`src/rtl/noc_src_arbiter_if.sv`:
```
// Injection-port bundle: NUM_REQ flattened source channels plus one NoC-facing port.
interface noc_src_arbiter_if #(
  parameter int unsigned NUM_REQ = 4,
  parameter int unsigned N       = 16,
  parameter int unsigned NUM_VC  = 2,
  parameter int unsigned WIDTH   = 32
);
  localparam int unsigned N_ADDR_WIDTH  = $clog2(N);
  localparam int unsigned VC_ADDR_WIDTH = $clog2(NUM_VC);
  localparam int unsigned REQ_IDX_WIDTH = $clog2(NUM_REQ);

  logic [NUM_REQ*WIDTH-1:0]         req_data_in;
  logic [NUM_REQ*N_ADDR_WIDTH-1:0]  req_dest_in;
  logic [NUM_REQ*VC_ADDR_WIDTH-1:0] req_vc_in;
  logic [NUM_REQ-1:0]               req_valid_in;
  logic [NUM_REQ-1:0]               req_ready_out;
  logic [WIDTH-1:0]                 o_data_out;
  logic [N_ADDR_WIDTH-1:0]          o_dest_out;
  logic [VC_ADDR_WIDTH-1:0]         o_vc_out;
  logic                             o_valid_out;
  logic                             o_ready_in;
  logic [REQ_IDX_WIDTH-1:0]         o_grant_id_out;
  logic [31:0]                      beat_count_out;

  // Arbiter side
  modport slave (
    input  req_data_in, req_dest_in, req_vc_in, req_valid_in, o_ready_in,
    output req_ready_out, o_data_out, o_dest_out, o_vc_out, o_valid_out,
           o_grant_id_out, beat_count_out
  );

  // Sources and NoC side
  modport master (
    output req_data_in, req_dest_in, req_vc_in, req_valid_in, o_ready_in,
    input  req_ready_out, o_data_out, o_dest_out, o_vc_out, o_valid_out,
           o_grant_id_out, beat_count_out
  );
endinterface

```
`src/rtl/noc_src_arbiter.sv`:
```
// Round-robin arbiter with bounded burst lock sharing one registered NoC injection port.
module noc_src_arbiter #(
  parameter int unsigned NUM_REQ   = 4,
  parameter int unsigned N         = 16,
  parameter int unsigned NUM_VC    = 2,
  parameter int unsigned WIDTH     = 32,
  parameter int unsigned MAX_BURST = 4
) (
  input logic              clk,
  input logic              rst_n,
  noc_src_arbiter_if.slave bus
);
  localparam int unsigned N_ADDR_WIDTH  = $clog2(N);
  localparam int unsigned VC_ADDR_WIDTH = $clog2(NUM_VC);
  localparam int unsigned REQ_IDX_WIDTH = $clog2(NUM_REQ);
  localparam int unsigned BURST_W       = $clog2(MAX_BURST + 1);

  // Output stage
  logic [WIDTH-1:0]         o_data_q,  o_data_d;
  logic [N_ADDR_WIDTH-1:0]  o_dest_q,  o_dest_d;
  logic [VC_ADDR_WIDTH-1:0] o_vc_q,    o_vc_d;
  logic                     o_valid_q, o_valid_d;
  logic [REQ_IDX_WIDTH-1:0] grant_q,   grant_d;
  logic [31:0]              beat_q,    beat_d;
  // Arbitration state
  logic [REQ_IDX_WIDTH-1:0] last_grant_q, last_grant_d;
  logic [REQ_IDX_WIDTH-1:0] owner_q,      owner_d;
  logic [BURST_W-1:0]       burst_q,      burst_d;
  logic                     lock_q,       lock_d;

  logic [WIDTH-1:0]         src_data [NUM_REQ];
  logic [N_ADDR_WIDTH-1:0]  src_dest [NUM_REQ];
  logic [VC_ADDR_WIDTH-1:0] src_vc   [NUM_REQ];

  logic [NUM_REQ-1:0]       valid;
  logic [NUM_REQ-1:0]       scan_mask;
  logic [NUM_REQ-1:0]       grant_onehot;
  logic [NUM_REQ-1:0]       req_ready_c;
  logic [REQ_IDX_WIDTH-1:0] winner;
  logic                     owner_valid;
  logic                     locked_win;
  logic                     load_en;
  logic                     src_xfer;
  logic                     noc_xfer;

  // Unflatten the per-source payload buses
  for (genvar k = 0; k < NUM_REQ; k++) begin : g_unpack
    assign src_data[k] = bus.req_data_in[k*WIDTH +: WIDTH];
    assign src_dest[k] = bus.req_dest_in[k*N_ADDR_WIDTH +: N_ADDR_WIDTH];
    assign src_vc[k]   = bus.req_vc_in[k*VC_ADDR_WIDTH +: VC_ADDR_WIDTH];
  end

  // First set bit of mask scanning last+1, last+2, ... modulo NUM_REQ
  function automatic logic [REQ_IDX_WIDTH-1:0] rr_pick(
    input logic [NUM_REQ-1:0]       mask,
    input logic [REQ_IDX_WIDTH-1:0] last
  );
    logic [REQ_IDX_WIDTH-1:0] pick;
    logic                     found;
    int unsigned              idx;
    pick  = last;
    found = 1'b0;
    for (int unsigned i = 1; i <= NUM_REQ; i++) begin
      idx = (32'(last) + i) % NUM_REQ;
      if (!found && mask[REQ_IDX_WIDTH'(idx)]) begin
        pick  = REQ_IDX_WIDTH'(idx);
        found = 1'b1;
      end
    end
    return pick;
  endfunction

  // Winner selection: lock continuation, else round-robin with exhausted owner excluded
  always_comb begin
    valid        = bus.req_valid_in;
    owner_valid  = lock_q && valid[owner_q];
    locked_win   = owner_valid && (burst_q < BURST_W'(MAX_BURST));
    scan_mask    = valid;
    if (owner_valid && !locked_win) begin
      scan_mask[owner_q] = 1'b0;
    end
    if (locked_win) begin
      winner = owner_q;
    end else if (|scan_mask) begin
      winner = rr_pick(scan_mask, last_grant_q);
    end else begin
      winner = rr_pick(valid, last_grant_q);
    end
    grant_onehot         = '0;
    grant_onehot[winner] = 1'b1;
    load_en              = !o_valid_q || bus.o_ready_in;
    req_ready_c          = (rst_n && load_en && (|valid)) ? grant_onehot : '0;
    src_xfer             = |(valid & req_ready_c);
    noc_xfer             = o_valid_q && bus.o_ready_in;
  end

  // Next-state: output register load/drain, beat counter, lock bookkeeping
  always_comb begin
    o_data_d     = o_data_q;
    o_dest_d     = o_dest_q;
    o_vc_d       = o_vc_q;
    o_valid_d    = o_valid_q;
    grant_d      = grant_q;
    beat_d       = beat_q;
    last_grant_d = last_grant_q;
    owner_d      = owner_q;
    burst_d      = burst_q;
    lock_d       = lock_q;

    if (noc_xfer) begin
      o_valid_d = 1'b0;
      beat_d    = beat_q + 32'd1;
    end

    if (lock_q && !valid[owner_q]) begin
      lock_d  = 1'b0;
      burst_d = '0;
    end

    if (src_xfer) begin
      o_data_d     = src_data[winner];
      o_dest_d     = src_dest[winner];
      o_vc_d       = src_vc[winner];
      o_valid_d    = 1'b1;
      grant_d      = winner;
      last_grant_d = winner;
      if (locked_win) begin
        burst_d = burst_q + BURST_W'(1);
      end else begin
        owner_d = winner;
        burst_d = BURST_W'(1);
        lock_d  = 1'b1;
      end
    end
  end

  // State registers
  always_ff @(posedge clk or negedge rst_n) begin
    if (!rst_n) begin
      o_data_q     <= '0;
      o_dest_q     <= '0;
      o_vc_q       <= '0;
      o_valid_q    <= 1'b0;
      grant_q      <= '0;
      beat_q       <= '0;
      last_grant_q <= REQ_IDX_WIDTH'(NUM_REQ - 1);
      owner_q      <= '0;
      burst_q      <= '0;
      lock_q       <= 1'b0;
    end else begin
      o_data_q     <= o_data_d;
      o_dest_q     <= o_dest_d;
      o_vc_q       <= o_vc_d;
      o_valid_q    <= o_valid_d;
      grant_q      <= grant_d;
      beat_q       <= beat_d;
      last_grant_q <= last_grant_d;
      owner_q      <= owner_d;
      burst_q      <= burst_d;
      lock_q       <= lock_d;
    end
  end

  assign bus.req_ready_out  = req_ready_c;
  assign bus.o_data_out     = o_data_q;
  assign bus.o_dest_out     = o_dest_q;
  assign bus.o_vc_out       = o_vc_q;
  assign bus.o_valid_out    = o_valid_q;
  assign bus.o_grant_id_out = grant_q;
  assign bus.beat_count_out = beat_q;
endmodule
```
`src/flat_wrapper.sv`:
```
// flat-port wrapper written by rule: the top's interface ports become plain ports
module noc_src_arbiter_flat 
#(
  parameter int unsigned NUM_REQ   = 4,
  parameter int unsigned N         = 16,
  parameter int unsigned NUM_VC    = 2,
  parameter int unsigned WIDTH     = 32,
  parameter int unsigned MAX_BURST = 4
)
  (clk, rst_n, bus_req_data_in, bus_req_dest_in, bus_req_vc_in, bus_req_valid_in, bus_o_ready_in, bus_req_ready_out, bus_o_data_out, bus_o_dest_out, bus_o_vc_out, bus_o_valid_out, bus_o_grant_id_out, bus_beat_count_out);
  noc_src_arbiter_if #(.NUM_REQ(NUM_REQ), .N(N), .NUM_VC(NUM_VC), .WIDTH(WIDTH)) bus_i ();
  input logic clk;
  input logic rst_n;
  input wire logic [$bits(bus_i.req_data_in)-1:0] bus_req_data_in;
  input wire logic [$bits(bus_i.req_dest_in)-1:0] bus_req_dest_in;
  input wire logic [$bits(bus_i.req_vc_in)-1:0] bus_req_vc_in;
  input wire logic [$bits(bus_i.req_valid_in)-1:0] bus_req_valid_in;
  input wire logic [$bits(bus_i.o_ready_in)-1:0] bus_o_ready_in;
  output wire logic [$bits(bus_i.req_ready_out)-1:0] bus_req_ready_out;
  output wire logic [$bits(bus_i.o_data_out)-1:0] bus_o_data_out;
  output wire logic [$bits(bus_i.o_dest_out)-1:0] bus_o_dest_out;
  output wire logic [$bits(bus_i.o_vc_out)-1:0] bus_o_vc_out;
  output wire logic [$bits(bus_i.o_valid_out)-1:0] bus_o_valid_out;
  output wire logic [$bits(bus_i.o_grant_id_out)-1:0] bus_o_grant_id_out;
  output wire logic [$bits(bus_i.beat_count_out)-1:0] bus_beat_count_out;
  assign bus_i.req_data_in = bus_req_data_in;
  assign bus_i.req_dest_in = bus_req_dest_in;
  assign bus_i.req_vc_in = bus_req_vc_in;
  assign bus_i.req_valid_in = bus_req_valid_in;
  assign bus_i.o_ready_in = bus_o_ready_in;
  assign bus_req_ready_out = bus_i.req_ready_out;
  assign bus_o_data_out = bus_i.o_data_out;
  assign bus_o_dest_out = bus_i.o_dest_out;
  assign bus_o_vc_out = bus_i.o_vc_out;
  assign bus_o_valid_out = bus_i.o_valid_out;
  assign bus_o_grant_id_out = bus_i.o_grant_id_out;
  assign bus_beat_count_out = bus_i.beat_count_out;
  noc_src_arbiter #(.NUM_REQ(NUM_REQ), .N(N), .NUM_VC(NUM_VC), .WIDTH(WIDTH), .MAX_BURST(MAX_BURST)) u_core (.clk(clk), .rst_n(rst_n), .bus(bus_i));
endmodule
```
`config.mk`:
```
export PLATFORM = sky130hd
export DESIGN_NAME = noc_src_arbiter_flat
export DESIGN_NICKNAME = d
export VERILOG_FILES = /design/src/rtl/noc_src_arbiter_if.sv /design/src/rtl/noc_src_arbiter.sv /design/src/flat_wrapper.sv
export SDC_FILE = /design/constraint.sdc
export NUM_CORES = 1
export LEC_CHECK = 0
export CAP_MARGIN = 10
export CORE_UTILIZATION = 43
export CTS_BUF_LIST = sky130_fd_sc_hd__clkbuf_4 sky130_fd_sc_hd__clkbuf_8
export DETAILED_ROUTE_END_ITERATION = 10
export MAX_ROUTING_LAYER = met4
export PLACE_DENSITY = 0.84
export SLEW_MARGIN = 5
export SYNTH_ARGS = -nofsm -noshare
export SYNTH_HDL_FRONTEND = slang
export SYNTH_SLANG_ARGS = --single-unit
```
`constraint.sdc`:
```
create_clock -name clk -period 4.61 [get_ports clk]
set_input_delay 1.383 -clock clk [delete_from_list [all_inputs] [get_ports clk]]
set_output_delay 1.383 -clock clk [all_outputs]
set_load 0.02 [all_outputs]
```
==> results.yml <==
outcome:
  status: "complete, no violations"
min_path:
  hold_path_class: "reg2reg"
global_route:
  grt_max_degree: 81
  grt_usage: 0.256
  grt_antenna_before_repair: 0
  grt_pass1_vias: 4574
  overflow: 0
  grt_pass1_wl_um: 22400
synthesis:
  synth_edf_count: 0
  ys.flop_type: "dfrtp_1"
  ys_ff_latch: 80
  ys_warn_count: 0
  synthArstFlopShare: 1.00
  synth_nets: 605
  synth.distinct_cells: 55
  synth.avg_cell_area_sq_um: 10.8
  syn_inst: 448
  ys_seq_area_frac: 0.415
  syn_area_sq_um: 4830
placement:
  io_buffers: 230
  place_hpwl_um: 11100
  gp_congestion: 0.866
  place_area_sq_um: 7330
sta:
  slew_violations: 0
  fmax_ghz: 0.225
  min_period_ns: 4.45
  min_period_over_period: 0.965
  worst_pin_slew_ns: 0.988
  rsz0062_at_grt: "false"
  hold_violations: 0
  finalSetupViolCount: 0
  skew_ns: 0.0179
  slew_headroom: 0.342
detailed_routing:
  routed_wirelength_um: 14600
  first_iter_violations: 171
  via_per_inst: 5.32
  vias: 4450
  routedWlPerCell_um: 17.5
  drt-pass1-iter-count: 5
  ant_nets: 0
  drc: 0
clock_tree:
  cts_made_buffers: 9
  ctsLongestPathBuffers: 2
  cts.sinks: 80
  clk_pin_slew_ns: 0.07
  cts-root-buf: "clkbuf_8"
  cts_tree: "done"
  htreeDepth: 3
  insertion_delay_ns: 0.35
power_and_ir_drop:
  ir_drop_mv: 0.350
  leakagePower_nw: 3.31
  cellPowerDensity_nw_per_um2: 524
finish:
  n_fill_cell: 835
  nets: 849
  n_antenna_cell: 0
  syn2layout_area_growth_pct: 58.1
  final_design_area_no_fill_sq_um: 7640
  multiInputGateArea_sq_um: 2730
  regArea_sq_um: 2000
  final_core_util: 0.701
  drive_above_1_share: 0.178
die:
  core.rowCount: 38
  pin_count: 231
  dieArea_sq_um: 11700
  core_area_sq_um: 10900
  chipWidth_um: 108
  dieHeight_um: 108
  initial_core_util: 0.444
setup_path:
  worstSetupPathType: "in2out"
  cp.arrival_ns: 3.07
  startpoint_type: "primary input"
  cp_max_fo: 5
  worstSetupEndpointType: "primary output"
  required_ns: 3.23
run:
  max-cap-violations: 0
==> area by class of cell <==
class / count / area share
clock buffer: 11 / 0.0190
inverter: 2 / 0.000983
sequential: 80 / 0.262
clock inverter: 5 / 0.00524
tap: 140 / 0.0229
timing repair buffer: 264 / 0.332
multi-input combinational: 335 / 0.358
==> worst max-delay path, stage by stage <==
cell      delay, ns
clkbuf_2       0.13
buf_6          0.14
and2_1         0.15
buf_4          0.14
nand2_1        0.05
o21ai_1        0.08
o211a_1        0.24
or3_4          0.42
nor3_2         0.15
buf_4          0.17
==> registers in the layout (all words and copies together), names as in the netlist <==
register                   flops
u_core.owner_q                 2
u_core.lock_q                  1
u_core.bus.o_valid_out         1
u_core.last_grant_q            2
u_core.burst_q                 3
u_core.bus.o_data_out         32
u_core.bus.beat_count_out     32
u_core.bus.o_dest_out          4
u_core.bus.o_grant_id_out      2
u_core.bus.o_vc_out            1
==> logic make-up after synthesis <==
kind of cell | share of synthesized area
AO/OA/AOI/OAI | 0.161
XOR/XNOR | 0.0562
adder cells (fa/ha/maj) | 0.00518
buffers and inverters | 0.0430
flip-flops | 0.415
multiplexers | 0.162
AND/OR/NAND/NOR | 0.158
==> final timing paths <==
check | start | to | slack (ns) | cells after the start
max in group asynchronous | rst_n | u_core.owner_q[1] | 2.67 | 2
hold / removal | u_core.bus.o_grant_id_out[1] | u_core.bus.o_grant_id_out[1] | 0.48 | 2
setup / recovery | bus_req_valid_in[2] | bus_req_ready_out[3] | 0.16 | 10
setup reg to reg | u_core.lock_q | u_core.bus.o_data_out[0] | 1.45 | 9
min in group asynchronous | rst_n | u_core.bus.beat_count_out[0] | 1.32 | 2
hold reg to reg | u_core.bus.o_grant_id_out[1] | u_core.bus.o_grant_id_out[1] | 0.48 | 2
==> Yosys cell counts, types with 4 or more instances <==
| cell type | n | area, sq um |
|---|---|---|
| nand3_1 | 12 | 60.1 |
| nand2_1 | 77 | 289 |
| nand3b_1 | 4 | 30.0 |
| dfrtp_1 | 78 | 1950 |
| a21oi_1 | 7 | 35.0 |
| xor2_1 | 10 | 87.6 |
| nor2_1 | 18 | 67.6 |
| o221ai_2 | 36 | 541 |
| and3_1 | 5 | 31.3 |
| nand4_1 | 7 | 43.8 |
| clkbuf_1 | 7 | 26.3 |
| nor3_1 | 6 | 30.0 |
| buf_4 | 4 | 30.0 |
| xnor2_1 | 21 | 184 |
| buf_2 | 13 | 65.1 |
| buf_6 | 7 | 78.8 |
| mux2i_1 | 77 | 771 |
| o21ai_0 | 8 | 40.0 |
| nand2b_1 | 4 | 25.0 |
==> where the power goes <==
group          switching (mW)  internal [mW]  total (mW)
Sequential              0.186          0.930        1.12
Combinational            1.23           1.17        2.40
Clock                   0.264          0.219       0.483
==> cell usage in the layout (no fill, tap or decap), types with 10 or more instances in the layout <==
master / Yosys / layout
buf_4: 4 / 32
clkbuf_8: 0 / 10
clkdlybuf4s50_1: 0 / 221
dfrtp_1: 78 / 78
mux2i_1: 77 / 75
nand2_1: 77 / 76
nand3_1: 12 / 11
nor2_1: 18 / 17
o221ai_2: 36 / 36
xnor2_1: 21 / 21
xor2_1: 10 / 10
==> metal layers <==
metal  part of all wire  wire [um]  global-route usage
met5                  0          0                   -
met2               0.52       7580               0.447
met4              0.015        221              0.0753
met1               0.40       5780               0.293
met3              0.071       1040              0.0555
==> per-stage QoR <==
step | total power [mW] | setup slack (ns) | cells | hold WS, ns | TNS, ns
after CTS | 4.00 | 0.0101 | 834 | 0.481 | 0
after floorplan | 2.64 | -0.0175 | 448 | 0.472 | -0.0175
after global placement | 3.41 | -0.816 | 815 | 0.460 | -2.81
after detailed placement | 3.46 | -0.877 | 815 | 0.462 | -2.96
final | 4.00 | 0.160 | 837 | 0.480 | 0
after global routing | 4.23 | 0.0622 | 837 | 0.510 | 0
==> what timing repair did <==
| item | 4_1_cts | 5_1_grt |
|---|---|---|
| hold buffers | 0 | 0 |
| pin swaps | 6 | 9 |
| gates resized for setup | 35 | 19 |
| buffers inserted | 3 | 3 |
| endpoints found under the setup margin | 4 | 4 |
Note: power is estimated with default switching activity, not from simulation.
